**config.mk**
```make
export PLATFORM = sky130hd
export DESIGN_NAME = jtkiwi_romcache
export DESIGN_NICKNAME = d
export VERILOG_FILES = /design/src/rtl/jtkiwi_romcache.sv
export SDC_FILE = /design/constraint.sdc
export NUM_CORES = 1
export LEC_CHECK = 0
export CORE_ASPECT_RATIO = 0.9
export CORE_MARGIN = 2
export CORE_UTILIZATION = 40
export DETAILED_ROUTE_END_ITERATION = 7
export GPL_ROUTABILITY_DRIVEN = 0
export SLEW_MARGIN = 10
export SYNTH_ARGS = -nofsm -noshare
export SYNTH_HDL_FRONTEND = slang
export SYNTH_SLANG_ARGS = --single-unit
```
**constraint.sdc**
```tcl
create_clock -name i_clk -period 6.7 [get_ports i_clk]
set_input_delay 1.005 -clock i_clk [delete_from_list [all_inputs] [get_ports i_clk]]
set_output_delay 1.005 -clock i_clk [all_outputs]
set_load 0.05 [all_outputs]
```
**src/rtl/jtkiwi_romcache.sv**
```systemverilog
// jtkiwi_romcache
// Two-entry read cache plus SDRAM request sequencer for one kiwi gfx fetch
// port (tile or sprite). Repeated ROM words are answered from local
// registers; each miss issues exactly one SDRAM request. o_ok is high only
// when o_dout holds the word for the current i_addr.
//
// Ports
//   i_clk      system clock
//   i_rst      asynchronous, active-high reset
//   i_clr      invalidate both entries (ROM download / bank switch)
//   i_cs       fetch request from gfx
//   i_addr     word address from gfx
//   o_ok       o_dout valid for the current address
//   o_dout     cached or fetched word
//   o_sd_req   SDRAM request level
//   o_sd_addr  SDRAM word address, stable while o_sd_req is high
//   i_sd_ack   one-cycle strobe: request accepted
//   i_sd_dst   one-cycle strobe: i_sd_din valid
//   i_sd_din   SDRAM read data
module jtkiwi_romcache #(
    parameter int AW = 18,
    parameter int DW = 32
) (
    input  logic          i_clk,
    input  logic          i_rst,
    input  logic          i_clr,
    input  logic          i_cs,
    input  logic [AW-1:0] i_addr,
    output logic          o_ok,
    output logic [DW-1:0] o_dout,
    output logic          o_sd_req,
    output logic [AW-1:0] o_sd_addr,
    input  logic          i_sd_ack,
    input  logic          i_sd_dst,
    input  logic [DW-1:0] i_sd_din
);

    typedef enum logic [1:0] {
        IDLE = 2'd0,
        REQ  = 2'd1,
        WAIT = 2'd2
    } state_t;

    state_t               r_state;
    state_t               w_state_nx;
    logic [1:0]           r_valid;
    logic [1:0][AW-1:0]   r_tag;
    logic [1:0][DW-1:0]   r_data;
    logic                 r_lru;      // entry to replace on the next fill
    logic [AW-1:0]        r_fa;       // address of the fetch in flight
    logic                 r_ok;
    logic [DW-1:0]        r_dout;

    logic                 w_match0;
    logic                 w_match1;
    logic                 w_fill;
    logic                 w_fill_keep;
    logic                 w_hit;
    logic                 w_hit_idx;
    logic                 w_fwd;
    logic                 w_start;
    logic                 w_sd_req;

    // Lookup: full-width tag compare against both entries
    always_comb begin
        w_match0    = r_valid[0] && (r_tag[0] == i_addr);
        w_match1    = r_valid[1] && (r_tag[1] == i_addr);
        w_hit_idx   = w_match1;
        // A strobe counts as a fill only while a fetch is outstanding; a
        // data strobe that beats the ack in REQ still completes the fetch.
        w_fill      = i_sd_dst && ((r_state == REQ) || (r_state == WAIT));
        // Data landing together with clr belongs to the old ROM contents.
        w_fill_keep = w_fill && !i_clr;
        // The fill cycle owns the storage, so lookups are not answered then.
        w_hit       = i_cs && (w_match0 || w_match1) && !w_fill && !i_clr;
        w_fwd       = w_fill_keep && i_cs && (i_addr == r_fa);
        w_start     = (r_state == IDLE) && i_cs && !w_match0 && !w_match1 && !i_clr;
    end

    // Sequencer: next state and request level
    always_comb begin
        w_state_nx = r_state;
        w_sd_req   = 1'b0;
        case (r_state)
            IDLE: begin
                if (w_start) w_state_nx = REQ;
            end
            REQ: begin
                w_sd_req = 1'b1;
                if (i_sd_dst)      w_state_nx = IDLE;
                else if (i_sd_ack) w_state_nx = WAIT;
            end
            WAIT: begin
                if (i_sd_dst) w_state_nx = IDLE;
            end
            default: w_state_nx = IDLE;
        endcase
    end

    // Registered control: state, valid bits, LRU, output word
    always_ff @(posedge i_clk or posedge i_rst) begin
        if (i_rst) begin
            r_state <= IDLE;
            r_valid <= 2'b00;
            r_lru   <= 1'b0;
            r_fa    <= '0;
            r_ok    <= 1'b0;
            r_dout  <= '0;
        end else begin
            r_state <= w_state_nx;
            if (w_start) r_fa <= i_addr;

            if (i_clr) begin
                r_valid <= 2'b00;
            end else if (w_fill_keep) begin
                r_valid[r_lru] <= 1'b1;
            end

            if (w_fill_keep) begin
                r_lru <= ~r_lru;
            end else if (w_hit) begin
                r_lru <= ~w_hit_idx;
            end

            r_ok <= w_fwd || w_hit;
            if (w_fwd) begin
                r_dout <= i_sd_din;
            end else if (w_hit) begin
                r_dout <= r_data[w_hit_idx];
            end
        end
    end

    // Entry storage: meaningful only where the matching valid bit is set
    always_ff @(posedge i_clk) begin
        if (w_fill_keep) begin
            r_tag[r_lru]  <= r_fa;
            r_data[r_lru] <= i_sd_din;
        end
    end

    assign o_ok      = r_ok;
    assign o_dout    = r_dout;
    assign o_sd_req  = w_sd_req;
    assign o_sd_addr = r_fa;

endmodule

```
* Yosys cells after proc, flatten, opt, wreduce, memory -nomap -nowiden
Index checks and enable logic that the tools add are counted. W data, S select, Z words.
Cells by class: $add $sub $neg 0, multipliers 0, div/mod/pow operators 0, magnitude comparators 3, eq/ne operators 8, shift-type cells 0, multiplexer cells 22, bitwise logic cells 3, reduce and logical (&&, ||, !) cells 26
Operators with widths (count):
- $mux W32 | 5
- $bwmux W64 | 1
- $eq A18 B18 Y1 | 3
- $bwmux W36 | 1
- $demux W32 S1 | 1
- $demux W18 S1 | 1
- $mux W18 | 1
- $logic_and A1 B1 Y1 | 14
- $mux W2 | 6
- $pmux W2 S3 | 1
- $reduce_bool A2 Y1 | 3
- $logic_not A1 Y1 | 4
- $lt A1 B2 Y1 const B | 2
- $mux W1 | 4
- $ne A2 B2 Y1 const B | 2
- $logic_or A1 B1 Y1 | 3
- $ne A3 B3 Y1 const B | 1
- $reduce_and A3 Y1 | 1
- $eq A2 B1 Y1 const B | 1
- $eq A2 B2 Y1 const B | 1
- $logic_not A2 Y1 | 1
- $not A1 Y1 | 2
- $or A2 B2 Y2 | 1
- $demux W1 S1 | 1
- $ge A1 B1 Y1 const B | 1
Word-level totals: register bits 156, latch bits 0, RAM bits 0, memory bits (read-only) 0, input bits 56, word-level logic and storage cells 72, memories kept 0

* Logic depth before layout (Yosys ltp)
depth after elaboration 8, mapped depth 9, depth with buffers taken out 8

* Least setup slack after synthesis
Ideal clock, no wire load.
path type input-to-reg, from input port i_sd_dst, to register r_data[32] (netlist name), enable pin, setup time 0.532 ns, data arrival time 4.875 ns, data required time 6.168 ns, setup slack 1.293 ns, cell stages on the path 2, buffers on the path 0, cell sequence nand2_1 nor3b_1
Between the ends: cells in the longest elaborated chain, start to end 2
RTL lines:
- from (decl) | RTL line 34 | input logic i_sd_dst,
- $logic_and A1 B1 Y1 | RTL line 71 | w_fill = i_sd_dst && ((r_state == REQ) || (r_state == WAIT));
- $logic_and A1 B1 Y1 | RTL line 73 | w_fill_keep = w_fill && !i_clr;
- to (signal, indexed assignment) | RTL line 138 | r_data[r_lru] <= i_sd_din;
- to (decl) | RTL line 48 | logic [1:0][DW-1:0] r_data;
No other way between the ends. A chain may end at the register's enable or synchronous reset.

* Worst setup path after layout
from input port i_addr[12], to register r_dout[20] (netlist: o_dout[20])
Between the ends: cells in the longest elaborated chain, start to end 7
RTL lines:
- from (decl) | RTL line 28 | input logic [AW-1:0] i_addr,
- branches (longest 7 deep; another with $mux W32)
- to (signal assigned) | RTL line 127 | r_dout <= i_sd_din;
- to (signal assigned) | RTL line 129 | r_dout <= r_data[w_hit_idx];
- to (decl) | RTL line 52 | logic [DW-1:0] r_dout;
Several ways; the timed one is not identified. The select of a mux whose other input is x is not followed.

==> reports/results.ini <==
[clock_network]
cts_buffers = 17
tritoncts = yes
cts_resized = 0
cts_setup_buffers = 0
ctsHoldBuffers = 0
clock_sinks = 156
cts.clk_slew.worst_paths_ps = 60
cts_buffer_depth = 2
insertion_delay_ps = 420
cts_root_buf = clkbuf_16
ctsHtreeMaxLevel = 4

[critical_path]
worstSetupPathType = in -> reg
cp-start-kind = primary input
path_cells = clkdlybuf4s50_1 -> xor2_1 -> nor4_1 -> and3b_1 -> buf_4 -> and2_1 -> o21bai_2 -> buf_4 -> a21oi_1
critPathSlowestCell = and3b_1
cpPeakStageDelay_ps = 700
endpoint_kind = register
critPathRequiredTime_ps = 7030
critPathArrivalTime_ps = 4040
path_max_fanout = 32
cpMostUsedCell = buf_4
crit_family = simple AND/OR/NAND/NOR gates
path_buf_inv = 3

[timing]
fin_tns_setup_ps = 0
fin_skew_ps = 9.33
max_freq_ghz = 0.270
setup_ws_ps = 3000
finalSetupViolations = 0
slew_headroom_pct = 23.3
slew_viol_final = 0
hold_viol_final = 0
worst_pin_slew_ps = 1150
fin_crit_ps = 3700
whs_ps = 483
rsz0062_at_grt = false
finalCritPeriodShare_pct = 55.3

[layout]
fin_util_pct = 52.3
diodes = 0
syn_to_final_growth_pct = 26.6
mostFrequentLayoutCell = clkdlybuf4s50_1
stdcell_area_sq_mm = 0.00889
most-common-layout-cells = 107 x clkdlybuf4s50_1, 100 x edfxtp_1, 68 x a21oi_1, 56 x dfrtp_1, 37 x xnor2_1
final_cells = 881
layout-drive-gt1-share_pct = 7.43
fin_nets = 692

[synthesis]
syn_area_sq_mm = 0.00702
synth_nets = 587
postSynthCellCount = 528
yosys_warnings = 0
syn_avg_cell_area_sq_um = 13.3
yosysSeqAreaShare_pct = 62.7
ys_ff_latch = 156
synthDistinctLibCells = 41

[floorplanning]
core_sq_mm = 0.0170
die_y_microns = 130
initial_core_util_pct = 41.3
boundaryPins = 108
dieArea_sq_mm = 0.0186
fp-row-count = 45
die_width_microns = 144

[grt]
grt_use_total_pct = 17.8
grt_max_degree = 65
antenna_found_initial = 0
grt_pass1_vias = 4727
grt.overflow.total = 0
grt_first_pass_wirelength_microns = 25100

[power]
finalPower_mw = 2.95
p_clk_share_pct = 31.7
leakagePower_nw = 3.12
intPower_mw = 2.03
seqPwrFrac_pct = 44.5
netSwitchingFraction_pct = 31.1
switching_power_mw = 0.916
p_per_area_mw_per_mm2 = 331
ir_worst_vdd_mv = 0.265
power_frac_comb_pct = 23.7

[place]
place_ws_ps = 2570
hpwl_microns = 9960
postPlaceCellArea_sq_mm = 0.00832
dp_cells = 849
io_buffers = 107

[run_status]
status = completed

[detailed_routing]
ant_nets = 0
met1_length_microns = 7420
num_vias = 4616
viasPerCell = 5.24
drt-pass1-iter-count = 4
wl_per_cell_microns = 17.7
wl_met2_microns = 7260
top_layer = met4
drt_iter0_drc = 293
post-route-drc-count = 0
wl_met3_microns = 708
routed_wl_microns = 15600

[flow_run]
drv_cap = 0

[min_path]
worst_hold_path_type = reg -> reg

-- sequential cells by signal, summed over array words and instances (netlist names) --
name,count
r_data,64
r_tag,36
o_dout,32
o_sd_addr,18
r_state,2
r_valid,2
o_ok,1
r_lru,1
-- worst paths after layout --
| check | from | end | slack (ps) | depth (start not counted) |
|---|---|---|---|---|
| hold reg to reg | r_valid[0] | r_valid[0] | 480 | 1 |
| min in group asynchronous | i_rst | o_sd_addr[4] | 1120 | 3 |
| setup / recovery | i_addr[12] | o_dout[20] | 3000 | 9 |
| max in group asynchronous | i_rst | o_dout[20] | 5050 | 3 |
| setup reg to reg | r_tag[12] | o_dout[20] | 3760 | 8 |
| hold / removal | r_valid[0] | r_valid[0] | 480 | 1 |
-- power by group through the flow --
stage / clock network, mW / logic (mW) / registers, mW
2_1_floorplan: 0 / 0.258 / 1.51
3_3_place_gp: 0 / 0.697 / 1.32
3_5_place_dp: 0 / 0.704 / 1.33
4_1_cts: 0.951 / 0.709 / 1.31
5_1_grt: 0.994 / 0.747 / 1.33
6_report: 0.935 / 0.700 / 1.31
-- routing by layer --
| metal | vias up | track usage (%) |
|---|---|---|
| met1 | 2296 | 24.8 |
| li1 | 2187 | - |
| met5 | - | 0 |
| met2 | 115 | 27.8 |
| met3 | 18 | 4.10 |
| met4 | 0 | 5.88 |
-- kinds of logic after synthesis --
logic type / Yosys count / share of synthesized area [%]
multiplexers: 50 / 7.45
adder cells (fa/ha/maj): 3 / 0.535
buffers and inverters: 67 / 4.24
AND/OR/NAND/NOR: 90 / 8.48
AO/OA/AOI/OAI: 108 / 9.82
XOR/XNOR: 54 / 6.74
flip-flops: 156 / 62.7
-- area by class of cell --
| cell class | instances | area (sq um) |
|---|---|---|
| fill | 1497 | 8110 |
| sequential | 156 | 4400 |
| multi-input combinational | 305 | 2340 |
| timing repair buffer | 116 | 1140 |
| clock buffer | 25 | 485 |
| tap | 235 | 294 |
| inverter | 37 | 139 |
| clock inverter | 7 | 87.6 |
-- cell usage after synthesis (all sizes together) --
cell type    n  share of area (%)
a21o         2               0.21
a21oi       68                4.8
a31oi        1              0.089
a41o         1               0.14
and2         1              0.089
and3         1              0.089
and3b        1               0.12
and4         2               0.25
buf          7                1.0
clkbuf      23                1.2
dfrtp       56                 20
edfxtp     100                 43
ha           3               0.53
inv         37                2.0
mux2        18                2.9
mux2i       32                4.6
nand2        6               0.32
nand2b       1              0.089
nand3        7               0.50
nand4       13                1.2
nand4b       3               0.59
nor2         6               0.32
nor2b        1              0.089
nor3         4               0.29
nor3b        1               0.11
nor4         6               0.96
o2111ai     32                4.0
o211ai       1               0.11
o21bai       1               0.16
o22a         1               0.12
o311a        1               0.14
or2          1              0.089
or3         34                3.0
or4          1               0.11
or4b         1               0.20
xnor2       37                4.6
xor2        17                2.1
No activity file was read; power rests on OpenSTA's default activity.
